[config.mk]
export PLATFORM = sky130hd
export DESIGN_NAME = data_log_core
export DESIGN_NICKNAME = d
export VERILOG_FILES = /design/src/rtl/data_log_core.sv
export SDC_FILE = /design/constraint.sdc
export NUM_CORES = 1
export LEC_CHECK = 0
export ABC_AREA = 1
export CAP_MARGIN = 20
export CELL_PAD_IN_SITES_DETAIL_PLACEMENT = 0
export CELL_PAD_IN_SITES_GLOBAL_PLACEMENT = 2
export CORE_MARGIN = 10
export CORE_UTILIZATION = 35
export DETAILED_ROUTE_END_ITERATION = 12
export PLACE_DENSITY = 0.89
export SLEW_MARGIN = 20
export SYNTH_ARGS = -nofsm -noshare
export SYNTH_HDL_FRONTEND = slang
export SYNTH_SLANG_ARGS = --single-unit
[constraint.sdc]
create_clock -name clk -period 2.7 [get_ports clk]
set_input_delay 0.54 -clock clk [delete_from_list [all_inputs] [get_ports clk]]
set_output_delay 0.54 -clock clk [all_outputs]
set_load 0.01 [all_outputs]
[src/rtl/data_log_core.sv]
// data_log_core: buffers one serial command line and decodes it to a 4-bit code on CR (DATA_LOG_LF_TERM_EN also accepts LF)
module data_log_core #(
  parameter int DATA_W    = 7,
  parameter int BUF_DEPTH = 4
) (
  input  logic              clk,
  input  logic              reset,
  input  logic [DATA_W-1:0] datain,
  input  logic              newdata,
  output logic [3:0]        command_out
);
  localparam int CW = $clog2(BUF_DEPTH + 1);
  localparam logic [DATA_W-1:0] CH_CR = DATA_W'(8'h0D);
  localparam logic [DATA_W-1:0] CH_BS = DATA_W'(8'h08);
  localparam logic [DATA_W-1:0] CH_T  = DATA_W'(8'h74);
  localparam logic [DATA_W-1:0] CH_S  = DATA_W'(8'h73);
  localparam logic [DATA_W-1:0] CH_R  = DATA_W'(8'h72);
  localparam logic [DATA_W-1:0] CH_U  = DATA_W'(8'h75);
  localparam logic [DATA_W-1:0] CH_1  = DATA_W'(8'h31);
  localparam logic [DATA_W-1:0] CH_2  = DATA_W'(8'h32);
  logic              newdata_q;
  logic [CW-1:0]     count_q, count_d;
  logic              ovf_q, ovf_d;
  logic [3:0]        cmd_q, cmd_d, dec;
  logic [DATA_W-1:0] line_q [BUF_DEPTH];
  logic [DATA_W-1:0] line_d [BUF_DEPTH];
  logic              accept, is_term;
  assign accept      = newdata & ~newdata_q;
  assign command_out = cmd_q;
`ifdef DATA_LOG_LF_TERM_EN
  assign is_term = (datain == CH_CR) || (datain == DATA_W'(8'h0A));
`else
  assign is_term = datain == CH_CR;
`endif
  always_comb begin
    dec = 4'hF;
    if (!ovf_q && count_q == CW'(1))
      dec = line_q[0] == CH_R ? 4'h3 : line_q[0] == CH_U ? 4'h4 : 4'hF;
    else if (!ovf_q && count_q == CW'(2))
      dec = line_q[0] == CH_T && line_q[1] == CH_1 ? 4'h1 :
            line_q[0] == CH_T && line_q[1] == CH_2 ? 4'h2 :
            line_q[0] == CH_S && line_q[1] == CH_1 ? 4'h5 :
            line_q[0] == CH_S && line_q[1] == CH_2 ? 4'h6 : 4'hF;
  end
  always_comb begin
    count_d = count_q;
    ovf_d   = ovf_q;
    cmd_d   = cmd_q;
    line_d  = line_q;
    if (accept) begin
      if (is_term) begin
        if (count_q != '0 || ovf_q) begin
          cmd_d   = dec;
          count_d = '0;
          ovf_d   = 1'b0;
        end
      end else if (datain == CH_BS) begin
        count_d = count_q == '0 ? '0 : count_q - CW'(1);
        ovf_d   = count_d == '0 ? 1'b0 : ovf_q;
      end else if (count_q == CW'(BUF_DEPTH)) begin
        ovf_d = 1'b1;
      end else begin
        for (int i = 0; i < BUF_DEPTH; i++)
          if (CW'(i) == count_q) line_d[i] = datain;
        count_d = count_q + CW'(1);
      end
    end
  end
  always_ff @(posedge clk) begin
    if (reset) begin
      newdata_q <= 1'b0;
      count_q   <= '0;
      ovf_q     <= 1'b0;
      cmd_q     <= 4'h0;
    end else begin
      newdata_q <= newdata;
      count_q   <= count_d;
      ovf_q     <= ovf_d;
      cmd_q     <= cmd_d;
      line_q    <= line_d;
    end
  end
endmodule

* After elaboration in Yosys (flattened, before gate mapping)
Cells that the tools add are included.
** Operators by class
- Bitwise operators :: 6
- Eq/ne operators :: 15
- Multiply operators :: 0
- Shift operators :: 0
- Divide/modulo/power cells :: 0
- Muxes and demuxes :: 18
- Reductions and logical operators :: 17
- $lt $le $gt $ge :: 0
- Add/sub/neg operators :: 2
** Operators with widths (number)
- $mux 4 :: 8
- $eq 7x7->1 const B :: 4
- $mux 3 :: 5
- $eq 7x4->1 const B :: 2
- $eq 7x6->1 const B :: 2
- $reduce_and 6->1 :: 2
- $logic_and 1x1->1 :: 6
- $logic_not 3->1 :: 2
- $reduce_and 3->1 :: 2
- $reduce_bool 3->1 :: 2
- $mux 1 :: 5
- $not 1->1 :: 5
- $reduce_and 4->1 :: 1
- $add 3x1->3 const B :: 1
- $eq 1x3->1 const A :: 1
- $eq 3x1->1 const B :: 1
- $eq 3x2->1 const B :: 1
- $eq 3x3->1 const B :: 1
- $ne 3x2->1 const B :: 1
- $ne 3x3->1 const B :: 1
- $sub 3x1->3 const B :: 1
- $ne 2x1->1 const B :: 1
- $and 1x1->1 :: 1
- $logic_not 1->1 :: 1
- $logic_or 1x1->1 :: 1
** Storage, ports and cells
- Memories kept :: 0
- Flip-flop bits (word level) :: 23
- Word-level logic and storage cells :: 64
- Bits in latches :: 0
- Output and inout bits :: 4
- Input port bits :: 10
- Bits in read-only memories :: 0
- Bits in writable memories :: 0

* Depth between registers and ports, before layout
Gate-level depths: netlist of the first run.
- Word-level depth :: 8
- Depth in mapped cells :: 12
- Gate-level depth less buffers :: 12

* Worst setup path after synthesis of the first run
Ideal clock, no wire load.
- Path type :: input-to-reg
- Start :: in datain[1]
- End :: reg line_q[14] (netlist bit), enable pin
- Data arrival time :: 1270 ps
- Data required time :: 2340 ps
- Buffers on the path :: 0
- Stages :: 6
- Slack :: 1070 ps
- Library setup time :: 360 ps
- Cells stage by stage :: inv_1 nand2_1 nor2_1 nand2_1 nand4_1 nor2_1
** Between the ends
- Cells in the longest elaborated chain, start to end :: 3
- Elaborated cells on any way between the ends :: 5
- Those cells by class :: 2 x eq/ne; 2 x bitwise; 1 x reduce/logical
** Ends and longest elaborated chain
- start: declaration :: line 8 : input logic [DATA_W-1:0] datain,
- $eq 7x4->1, on equally long branches :: line 57, 33
- $not 1->1 (no line)
- $reduce_and 6->1 (no line) *
- end signal: assignment :: line 80 : line_q <= line_d;
- end: declaration :: line 25 : logic [DATA_W-1:0] line_q [BUF_DEPTH];
Mark *: on every way between the ends. The rest lies on a longest branch, timed or not.
A chain may end at the register's enable or synchronous reset.

* Final worst setup path of the first run
- Start :: in datain[1]
- End :: reg line_q[25] (netlist bit), enable pin
The elaborated chain is that of the path after synthesis.

==> PnR_summary.wiki, run 1 <==
{| class="wikitable"
! Metric !! Value
|-
| Post-detailed-route count of antenna-violating nets || 0
|-
| Critical path capture point type || flop
|-
| Std-Cell Core Area || 3390 µm²
|-
| H-tree level count || 1
|-
| Hold Buf Count CTS || 0
|-
| Maximum VDD drop || 0.000180 V
|-
| Max Freq || 0.506 GHz
|-
| Number of buffers inserted by port buffering || 13
|-
| Count of endpoints failing hold in the final timing report || 0
|-
| Endpoints failing setup || 0
|-
| Global route overflow || 0
|-
| Maximum clock path buffer count || 2
|-
| Starting density of the core || 36.5%
|-
| Half-perimeter wire length of the detailed placement result || 2020 µm
|-
| Power share of the clock group || 21.3%
|-
| Worst hold path startpoint || command_out[3]
|-
| CTS tree || built
|-
| Data arrival time of the critical path || 1.95 ns
|-
| Number of antenna cells inserted || 0
|-
| Critical path's slowest cell || clkdlybuf4s50_1
|-
| Number of top-level pins || 14
|-
| Critical setup path kind || input port to flop
|-
| Sequential fraction of the synthesis area || 48.5%
|-
| RSZ-0062 raised after global routing || false
|-
| Total DRC errors in the routed layout || 0
|-
| Post-synthesis sequential element count || 23
|-
| Total vias in the final route || 989
|-
| Power consumption || 0.777 mW
|-
| Worst Path Buf+Inv || 2
|-
| Worst Hold Path EP || command_out[3]
|-
| Relative contribution of sequential cells to total power || 53.2%
|-
| Final Wtd Congestion || 0.817
|-
| Commonest non-fill, non-tap cell in the layout || nand2_1
|-
| Proportion of total power due to net switching || 32.0%
|-
| Number of global-route vias before repair || 997
|-
| Post-CTS setup-driven buffer insertion count || 0
|-
| Number of antenna violations at the first check in global routing || 0
|-
| Design internal power || 0.528 mW
|-
| Worst hold path stage count || 2
|-
| Slew HR || 66.2%
|-
| Slew at the pin with the worst max-slew slack || 0.505 ns
|-
| Summed negative setup slack over all endpoints || 0 ns
|-
| Via count normalized by instance count || 4.56
|-
| Mapped Cells || 153
|-
| Total Die Area || 6310 µm²
|-
| Psw || 0.249 mW
|-
| Die Width || 79.5 µm
|-
| Combinational cell fraction of total power || 25.6%
|-
| Worst reg2reg path depth || 4
|-
| Share of layout cells above drive strength 1 || 9.94%
|-
| Layout-stage area growth over the synthesis result || 18.2%
|-
| Mapped cell area || 1240 µm²
|-
| Root Driver || clkbuf_4
|-
| WP data required || 2.67 ns
|-
| Worst r2r src || count_q[0]
|-
| Initial DRC Count || 73
|-
| Avg Inst Size Synth || 8.09 µm²
|-
| Startpoint Class || input port
|-
| CTS sink count || 23
|-
| First-pass iteration count of the detailed router || 4
|-
| Highest-count cells in the layout ignoring fill and taps || nand2_1, nor2_1, inv_1
|-
| Maximum number of pins on one net before global-route repair || 15
|-
| FF-to-FF setup slack || 1.05 ns
|-
| Netlist cell types || 22
|-
| Clock period minus worst slack || 1.98 ns
|-
| Yosys synthesis warning count || 0
|-
| Post-cts repair resize count || 0
|-
| Final net count || 187
|-
| Final critical-path share of the clock period || 73.2%
|-
| Kind of cell adding the most delay to the critical path || simple AND/OR/NAND/NOR gates
|-
| Endpoint of the lowest-slack register-to-register path || line_q[25]
|-
| Overall track demand over capacity in global routing || 8.64%
|-
| Total CTS buffers || 3
|-
| Critical Path Fanout Max || 7
|-
| Total count of max-transition violations in the final report || 0
|-
| Maximum single-stage delay on the critical path || 0.50 ns
|-
| Power per cell area || 531 nW/µm²
|-
| WL per Instance || 11.3 µm
|-
| Area of combinational cells with multiple inputs || 558 µm²
|-
| Register area || 601 µm²
|-
| Total number of placement rows || 21
|-
| Classification of the worst-slack hold path || flop to flop
|-
| Cells traversed along the worst timing path || clkdlybuf4s50_1 > inv_1 > nand2_1 > nor2_1 > nand2_1 > nand4_1 > nor2_1
|-
| Total Wirelength || 2450 µm
|-
| Chip height || 79.5 µm
|-
| Worst Skew || 0.00984 ns
|-
| First-pass GRT wire length || 4430 µm
|-
| Filler Cell Count || 348
|-
| Net count after synthesis || 168
|-
| Run status || finished clean
|-
| Pleak || 0.657 nW
|-
| CTS clk-pin slew, worst paths || 0.12 ns
|-
| Clock latency on the worst-skew pair || 0.32 ns
|-
| Number of max-cap violations || 0
|}
-- cells by family after synthesis --
| family | Yosys count | synth area share, % |
|---|---|---|
| AOI/OAI and AO/OA | 14 | 6.77 |
| adders and majority gates | 5 | 5.06 |
| buffers and inverters | 21 | 6.37 |
| and+or+nand+nor | 89 | 32.6 |
| DFF | 23 | 48.5 |
| xor gates and xnor gates | 1 | 0.708 |
-- flip-flops by register name (all words and copies together), names as in the netlist --
signal / flops
line_q: 14
command_out: 4
count_q: 3
newdata_q: 1
ovf_q: 1
-- tightest hold or removal path, stage by stage, from the launching register on --
cell and delay [ns]:
dfxtp_1 0.33, o21ai_1 0.12, a21oi_1 0.05
-- metrics by stage --
| stage | cell area [µm²] | hold slack [ns] | setup WS, ns | utilization, % | std cells |
|---|---|---|---|---|---|
| 4_1_cts | 1460 | 0.538 | 0.728 | 43.2 | 217 |
| 2_1_floorplan | 1240 | 0.524 | 1.07 | - | 153 |
| 6_report | 1460 | 0.533 | 0.723 | 43.2 | 217 |
| 3_5_place_dp | 1430 | 0.520 | 0.377 | 42.3 | 213 |
| 5_1_grt | 1460 | 0.575 | 0.527 | 43.2 | 217 |
| 3_3_place_gp | 1430 | 0.506 | 0.388 | 42.3 | 213 |
-- cell type report --
type                            count  area share (%)
Clock buffer                        3            1.54
Clock inverter                      1           0.513
Inverter                           21            5.39
Timing Repair Buffer               14            9.41
Tap cell                           46            3.93
Multi-Input combinational cell    109            38.2
Sequential cell                    23            41.1
-- Yosys cell counts --
| master | n | area [µm²] |
|---|---|---|
| nand3_2 | 1 | 10.0 |
| nor2_2 | 2 | 12.5 |
| o21ai_4 | 1 | 16.3 |
| o21a_1 | 1 | 7.51 |
| inv_1 | 19 | 71.3 |
| o21ai_0 | 5 | 25.0 |
| nand2_4 | 2 | 22.5 |
| nor2_1 | 28 | 105 |
| nand2_2 | 3 | 18.8 |
| o21ai_1 | 2 | 10.0 |
| ha_1 | 5 | 62.6 |
| nand3b_1 | 1 | 7.51 |
| edfxtp_1 | 14 | 420 |
| nor3_1 | 1 | 5.00 |
| nand3_1 | 16 | 80.1 |
| dfxtp_1 | 9 | 180 |
| nand4_1 | 1 | 6.26 |
| a21oi_1 | 5 | 25.0 |
| nand2_1 | 33 | 124 |
| nor2_4 | 1 | 11.3 |
| xor2_1 | 1 | 8.76 |
| inv_2 | 2 | 7.51 |
-- how the worst max path moves through the flow --
| stage | to | slack [ns] | cells after the start | start |
|---|---|---|---|---|
| 2_1_floorplan | line_q[14] | 1.07 | 6 | datain[1] |
| 3_3_place_gp | line_q[21] | 0.39 | 7 | datain[1] |
| 3_5_place_dp | line_q[21] | 0.38 | 7 | datain[1] |
| 4_1_cts | line_q[25] | 0.73 | 7 | datain[1] |
| 5_1_grt | line_q[25] | 0.53 | 7 | datain[1] |
| 6_report | line_q[25] | 0.72 | 7 | datain[1] |
-- layer usage --
metal  vias to the layer above  wire length [µm]  track usage, %
li1                        527                 -               -
met4                         0                39            3.23
met2                        15              1240            15.5
met5                         -                 0               0
met3                         5                74            1.80
met1                       442              1100            9.77
-- power by group through the flow --
stage	logic (mW)	registers (mW)	clock network, mW
after floorplan	0.151	0.417	0
after global routing	0.235	0.416	0.190
final	0.199	0.413	0.165
after CTS	0.201	0.413	0.171
after detailed placement	0.200	0.421	0
after global placement	0.200	0.420	0
Power figures use the tool's default switching activity.
==> inputs of run 2 (changes only) <==
CORE_UTILIZATION = 29   (was 35)
PLACE_DENSITY = 0.79   (was 0.89)
clock period = 1.65 ns   (was 2.7 ns; I/O delays follow)
==> run 2 against run 1 <==
  * Register-to-register slack got worse by 0.89 ns
  * First-iteration DRC count shrank 53%
  * Clock power is 110% higher
  * Global-route usage fell by 0.82 points
  * Count of clock-buffer cells in the layout unchanged
  * Wire length up 11%
  * Non-clock buffer count increased by 16
  * Cell count up 9.2%
  * Critical endpoint is now line_q[18]
==> PnR_summary.wiki, run 2 (synthesized netlist as in run 1, its figures left out) <==
{| class="wikitable"
! Metric !! Value
|-
| Cells traversed along the worst timing path || clkdlybuf4s50_1 > inv_1 > nand2_2 > nor2_1 > nand2_1 > nand4_1 > nor2_1 > buf_4 (was clkdlybuf4s50_1 > inv_1 > nand2_1 > nor2_1 > nand2_1 > nand4_1 > nor2_1)
|-
| Critical path capture point type || flop (unchanged)
|-
| Critical setup path kind || input port to flop (unchanged)
|-
| Number of antenna cells inserted || 0 (unchanged)
|-
| Number of top-level pins || 14 (unchanged)
|-
| Max Freq || 0.653 GHz
|-
| Commonest non-fill, non-tap cell in the layout || nand2_1 (unchanged)
|-
| Maximum number of pins on one net before global-route repair || 14 (was 15)
|-
| Starting density of the core || 30.5% (was 36.5%)
|-
| Number of buffers inserted by port buffering || 13 (unchanged)
|-
| Number of antenna violations at the first check in global routing || 0 (unchanged)
|-
| CTS tree || built (unchanged)
|-
| Critical path's slowest cell || clkdlybuf4s50_1 (unchanged)
|-
| First-pass iteration count of the detailed router || 4 (unchanged)
|-
| Post-CTS setup-driven buffer insertion count || 0 (unchanged)
|-
| Routed length on met3 || 87 µm (was 74 µm)
|-
| Kind of cell adding the most delay to the critical path || buffers and inverters (was simple AND/OR/NAND/NOR gates)
|-
| CTS sink count || 23 (unchanged)
|-
| Die Width || 85.3 µm (was 79.5 µm)
|-
| Worst hold path stage count || 1 (was 2)
|-
| Std-Cell Core Area || 4060 µm² (was 3390 µm²)
|-
| Root Driver || clkbuf_8 (was clkbuf_4)
|-
| Total Wirelength || 2730 µm (was 2450 µm)
|-
| Slack of the critical path || 0.118 ns (was 0.723 ns)
|-
| Run status || finished clean (unchanged)
|-
| CP dominant cell by count || nor2_1
|-
| Maximum clock path buffer count || 2 (unchanged)
|-
| Summed negative setup slack over all endpoints || 0 ns (unchanged)
|-
| Uppermost layer routed || met4 (unchanged)
|-
| Number of max-cap violations || 0 (unchanged)
|-
| Startpoint Class || input port (unchanged)
|-
| Fin util || 40.1% (was 43.2%)
|-
| CTS clk-pin slew, worst paths || 0.08 ns (was 0.12 ns)
|-
| Cell count after placement || 233 (was 213)
|-
| Biggest register || line_q (unchanged)
|-
| WL per Instance || 11.5 µm (was 11.3 µm)
|-
| Relative contribution of sequential cells to total power || 48.5% (was 53.2%)
|-
| Metal-1 WL || 1210 µm (was 1100 µm)
|-
| Half-perimeter wire length of the detailed placement result || 2310 µm (was 2020 µm)
|-
| Met2 wire length || 1410 µm (was 1240 µm)
|-
| Final critical-path share of the clock period || 92.8%
|-
| Clock latency on the worst-skew pair || 0.26 ns (was 0.32 ns)
|-
| Global route overflow || 0 (unchanged)
|-
| Post-detailed-route count of antenna-violating nets || 0 (unchanged)
|-
| WP data required || 1.63 ns (was 2.67 ns)
|-
| Clock period minus worst slack || 1.53 ns
|-
| Total number of placement rows || 23 (was 21)
|-
| DP Worst Slack || -0.166 ns (was 0.377 ns)
|-
| Via count normalized by instance count || 4.32 (was 4.56)
|-
| Classification of the worst-slack hold path || input port to flop (was flop to flop)
|-
| Critical Path Fanout Max || 7 (unchanged)
|-
| Endpoints failing setup || 0 (unchanged)
|-
| Logic depth of the worst setup path including buffers || 8 (was 7)
|-
| Pleak || 0.770 nW (was 0.657 nW)
|-
| Combinational cell fraction of total power || 26.6% (was 25.6%)
|-
| Final net count || 203 (was 187)
|-
| Number of global-route vias before repair || 1020 (was 997)
|-
| Total Die Area || 7280 µm² (was 6310 µm²)
|-
| H-tree level count || 1 (unchanged)
|-
| Power consumption || 1.39 mW (was 0.777 mW)
|-
| Total vias in the final route || 1024 (was 989)
|-
| Total DRC errors in the routed layout || 0 (unchanged)
|-
| Initial DRC Count || 34 (was 73)
|-
| Power per cell area || 852 nW/µm² (was 531 nW/µm²)
|-
| Worst Path Buf+Inv || 3 (was 2)
|-
| First-pass GRT wire length || 4690 µm (was 4430 µm)
|-
| Proportion of total power due to net switching || 30.2% (was 32.0%)
|-
| Maximum single-stage delay on the critical path || 0.49 ns (was 0.50 ns)
|-
| Layout-stage area growth over the synthesis result || 31.4% (was 18.2%)
|-
| Worst reg2reg path depth || 12 (was 4)
|-
| Design internal power || 0.968 mW (was 0.528 mW)
|-
| Slew HR || 85.8% (was 66.2%)
|-
| Chip height || 85.3 µm (was 79.5 µm)
|-
| Data arrival time of the critical path || 1.51 ns (was 1.95 ns)
|-
| Final Wtd Congestion || 0.806 (was 0.817)
|-
| Worst Skew || 0.00610 ns (was 0.00984 ns)
|-
| Total count of max-transition violations in the final report || 0 (unchanged)
|-
| Highest-count cells in the layout ignoring fill and taps || nand2_1, nor2_1, inv_1 (unchanged)
|-
| Overall track demand over capacity in global routing || 7.82% (was 8.64%)
|-
| Cell Count, Final, Fillers Out || 237 (was 217)
|-
| Slew at the pin with the worst max-slew slack || 0.212 ns (was 0.505 ns)
|-
| Psw || 0.419 mW (was 0.249 mW)
|-
| Count of endpoints failing hold in the final timing report || 0 (unchanged)
|-
| Total CTS buffers || 3 (unchanged)
|-
| Share of layout cells above drive strength 1 || 18.7% (was 9.94%)
|-
| Power share of the clock group || 24.9% (was 21.3%)
|-
| Maximum VDD drop || 0.000458 V (was 0.000180 V)
|-
| Max FFs per register || 14 (unchanged)
|}
run 2: changes by cell type in the layout (fill, tap and decap cells not counted), sizes merged:
cell	previous run	this run
buf	1	17
clkdlybuf4s50	13	11
dlymetal6s2s	0	2
clkinvlp	1	0
clkinv	0	1
run 2: metal layers:
layer / vias up / GRT usage (%)
met4: 0 / 2.25
met2: 11 / 14.0
met1: 452 / 8.75
li1: 559 / -
met3: 2 / 2.20
met5: - / 0
run 2: worst reg2reg max path, stage by stage (launching register included):
cell	delay [ns]
dfxtp_1	0.34
inv_1	0.14
ha_2	0.26
inv_1	0.05
nand2_1	0.05
nand2_1	0.06
nor2_1	0.13
nand2_1	0.07
nand2_1	0.08
nand3_1	0.07
nand2_1	0.06
inv_1	0.03
nor2_1	0.07
run 2: what timing repair did:
action                     CTS  global route
setup endpoints to repair    0             9
hold buffers                 0             0
gates resized for setup      0             4
run 2: metrics by stage:
stage | cell area (µm²) | hold slack, ns
after floorplan | 1240 | 0.402
after global placement | 1570 | 0.507
after detailed placement | 1570 | 0.509
after CTS | 1620 | 0.521
after global routing | 1630 | 0.405
final | 1630 | 0.384
run 2: power by group through the flow:
stage                     Sequential [mW]  Combinational, mW  Clock (mW)
after floorplan                     0.682              0.248           0
after global placement              0.685              0.361           0
after detailed placement            0.686              0.368           0
after CTS                           0.673              0.370       0.361
after global routing                0.677              0.423       0.384
final                               0.672              0.369       0.345
run 2: final cells by class:
| cell class | instances | area, µm² |
|---|---|---|
| repair buffers | 30 | 275 |
| well taps | 50 | 62.6 |
| clock buffers | 3 | 41.3 |
| clock inverters | 1 | 5.00 |
| flip-flops and latches | 23 | 601 |
| multi-input cells | 109 | 563 |
| inverters | 21 | 78.8 |
| fillers | 409 | 2430 |
run 2: final timing paths:
| path | from | endpoint | slack [ns] |
|---|---|---|---|
| worst max register to register | count_q[1] | ovf_q | 0.16 |
| worst min-delay path | datain[0] | line_q[14] | 0.38 |
| worst min register to register | command_out[3] | command_out[3] | 0.52 |
| worst max-delay path | datain[1] | line_q[18] | 0.12 |
==> inputs of run 3 (changes only) <==
PLACE_DENSITY = 0.77   (was 0.79)
==> run 3 against run 2 <==
  * Cell area is 0.31% lower
  * Die area is the same
  * Total power up 1.3%
  * Via count increased by 0.88%
  * Critical path depth did not move
  * Sequential share of layout area is 0.11 points higher
  * Worst setup slack got worse by 0.019 ns
  * Critical path type unchanged
  * Critical endpoint is now line_q[16]
  * Largest power group unchanged
==> PnR_summary.wiki, run 3 (synthesized netlist as in run 1, its figures left out) <==
{| class="wikitable"
! Metric !! Value
|-
| Run status || finished clean (unchanged)
|-
| Number of top-level pins || 14 (unchanged)
|-
| CTS tree || built (unchanged)
|-
| Total Die Area || 7280 µm² (unchanged)
|-
| Register area || 601 µm² (unchanged)
|-
| Via count normalized by instance count || 4.38 (was 4.32)
|-
| Startpoint Class || input port (unchanged)
|-
| Capturing instance or port of the critical path || line_q[16] (was line_q[18])
|-
| Total DRC errors in the routed layout || 0 (unchanged)
|-
| Endpoint of the lowest-slack register-to-register path || command_out[0] (was ovf_q)
|-
| Worst Skew || 0.00785 ns (was 0.00610 ns)
|-
| Post-detailed-route count of antenna-violating nets || 0 (unchanged)
|-
| Count of endpoints failing hold in the final timing report || 0 (unchanged)
|-
| Number of antenna cells inserted || 0 (unchanged)
|-
| Worst hold slack || 0.518 ns (was 0.384 ns)
|-
| Starting density of the core || 30.5% (unchanged)
|-
| Biggest register || line_q (unchanged)
|-
| Initial DRC Count || 61 (was 34)
|-
| Commonest non-fill, non-tap cell in the layout || nand2_1 (unchanged)
|-
| Number of antenna violations at the first check in global routing || 0 (unchanged)
|-
| Pleak || 0.749 nW (was 0.770 nW)
|-
| Std-Cell Core Area || 4060 µm² (unchanged)
|-
| Data arrival time of the critical path || 1.53 ns (was 1.51 ns)
|-
| Total number of placement rows || 23 (unchanged)
|-
| Global route overflow || 0 (unchanged)
|-
| Summed area of non-filler cells in the final layout || 1620 µm² (was 1630 µm²)
|-
| Placement-stage cell area || 1560 µm² (was 1570 µm²)
|-
| RSZ-0062 raised after global routing || false
|-
| Root Driver || clkbuf_8 (unchanged)
|-
| Area of combinational cells with multiple inputs || 571 µm² (was 563 µm²)
|-
| Number of global-route vias before repair || 1018 (was 1020)
|-
| Clock latency on the worst-skew pair || 0.27 ns (was 0.26 ns)
|-
| Half-perimeter wire length of the detailed placement result || 2210 µm (was 2310 µm)
|-
| Clock period minus worst slack || 1.55 ns (was 1.53 ns)
|-
| Final critical-path share of the clock period || 94.0% (was 92.8%)
|-
| Total vias in the final route || 1033 (was 1024)
|-
| Share of layout cells above drive strength 1 || 17.7% (was 18.7%)
|-
| CTS sink count || 23 (unchanged)
|-
| Final net count || 202 (was 203)
|-
| Total count of max-transition violations in the final report || 0 (unchanged)
|-
| First-pass iteration count of the detailed router || 4 (unchanged)
|-
| Critical Path Fanout Max || 7 (unchanged)
|-
| Slew at the pin with the worst max-slew slack || 0.238 ns (was 0.212 ns)
|-
| CTS clk-pin slew, worst paths || 0.09 ns (was 0.08 ns)
|-
| Maximum number of pins on one net before global-route repair || 14 (unchanged)
|-
| WP data required || 1.63 ns (about the same)
|-
| Highest-count cells in the layout ignoring fill and taps || nand2_1, nor2_1, inv_1 (unchanged)
|-
| Total Wirelength || 2750 µm (was 2730 µm)
|-
| Classification of the worst-slack hold path || flop to flop (was input port to flop)
|-
| Chip height || 85.3 µm (unchanged)
|-
| Crit path launch || datain[1] (unchanged)
|-
| First-pass GRT wire length || 4620 µm (was 4690 µm)
|-
| Power per cell area || 866 nW/µm² (was 852 nW/µm²)
|-
| WL per Instance || 11.6 µm (was 11.5 µm)
|-
| Number of max-cap violations || 0 (unchanged)
|-
| Maximum clock path buffer count || 2 (unchanged)
|-
| Filler Cell Count || 410 (was 409)
|-
| Critical path capture point type || flop (unchanged)
|-
| Critical setup path kind || input port to flop (unchanged)
|-
| Worst reg2reg path depth || 7 (was 12)
|-
| Post-CTS setup-driven buffer insertion count || 0 (unchanged)
|-
| Endpoints failing setup || 0 (unchanged)
|-
| Total CTS buffers || 3 (unchanged)
|-
| Maximum VDD drop || 0.000416 V (was 0.000458 V)
|-
| Max Freq || 0.645 GHz (was 0.653 GHz)
|-
| Overall track demand over capacity in global routing || 7.83% (was 7.82%)
|-
| H-tree level count || 1 (unchanged)
|-
| Worst hold path startpoint || command_out[2] (was datain[0])
|-
| Final Wtd Congestion || 0.777 (was 0.806)
|-
| Slew HR || 84.1% (was 85.8%)
|-
| Max FFs per register || 14 (unchanged)
|-
| Die Width || 85.3 µm (unchanged)
|-
| Layout-stage area growth over the synthesis result || 31.0% (was 31.4%)
|-
| FF-to-FF setup slack || 0.23 ns (was 0.16 ns)
|-
| Worst r2r src || count_q[1] (unchanged)
|-
| Number of buffers inserted by port buffering || 13 (unchanged)
|}
==> run 3: changes by cell type in the layout (fill, tap and decap cells not counted) <==
cell and delta:
clkdlybuf4s50_1 +2, ha_2 -1, nand2_1 +1, buf_4 -1
ha_4 +1, nand2_2 -1, dlymetal6s2s_1 -2
==> run 3: timing repair <==
| action | in CTS | in global routing |
|---|---|---|
| endpoints found under the setup margin | 0 | 1 |
| hold endpoints to repair | 0 | 0 |
| resized for setup | 0 | 2 |
| hold buffers | 0 | 0 |
==> run 3: power by group <==
part	internal, mW	switching (mW)	total [mW]
combinational	0.160	0.216	0.376
clock	0.169	0.189	0.357
sequential	0.647	0.0241	0.671
total	0.975	0.429	1.40
==> run 3: worst max-delay path, stage by stage <==
cell             delay [ns]
clkdlybuf4s50_1        0.48
inv_1                  0.06
nand2_1                0.09
nor2_2                 0.05
nand2_4                0.11
nand4_1                0.11
nor2_1                 0.12
buf_4                  0.17
==> run 3: worst min-delay path by stage <==
stage / to / slack, ns / depth (start not counted)
final: command_out[2] / 0.52 / 2
after global routing: command_out[2] / 0.54 / 2
after CTS: command_out[2] / 0.52 / 2
after detailed placement: command_out[2] / 0.51 / 2
after global placement: command_out[3] / 0.51 / 2
after floorplan: newdata_q / 0.40 / 1
==> run 3: routing by layer <==
metal  GRT usage (%)  wire (µm)  vias up
met5               0          0        -
met4            3.14         22        0
met3            1.82         73        2
met2            13.5       1420       14
met1            9.05       1230      461
li1                -          -      556
==> run 3: through the flow <==
stage                     TNS (ns)  util (%)  cells  worst slack (ns)  total power [mW]
after floorplan                  0         -    153             0.176             0.930
after global placement       -2.84      38.5    232            -0.156              1.04
after detailed placement     -3.06      38.5    232            -0.179              1.05
after CTS                        0      39.7    236             0.103              1.41
after global routing             0      40.0    236           0.00837              1.52
final                            0      40.0    236            0.0993              1.40
==> run 3: cell type report <==
cell class              instances  area share (%)
flip-flops and latches         23            37.0
multi-input cells             109            35.2
repair buffers                 29            16.2
inverters                      21            4.86
well taps                      50            3.86
clock buffers                   3            2.55
clock inverters                 1           0.309
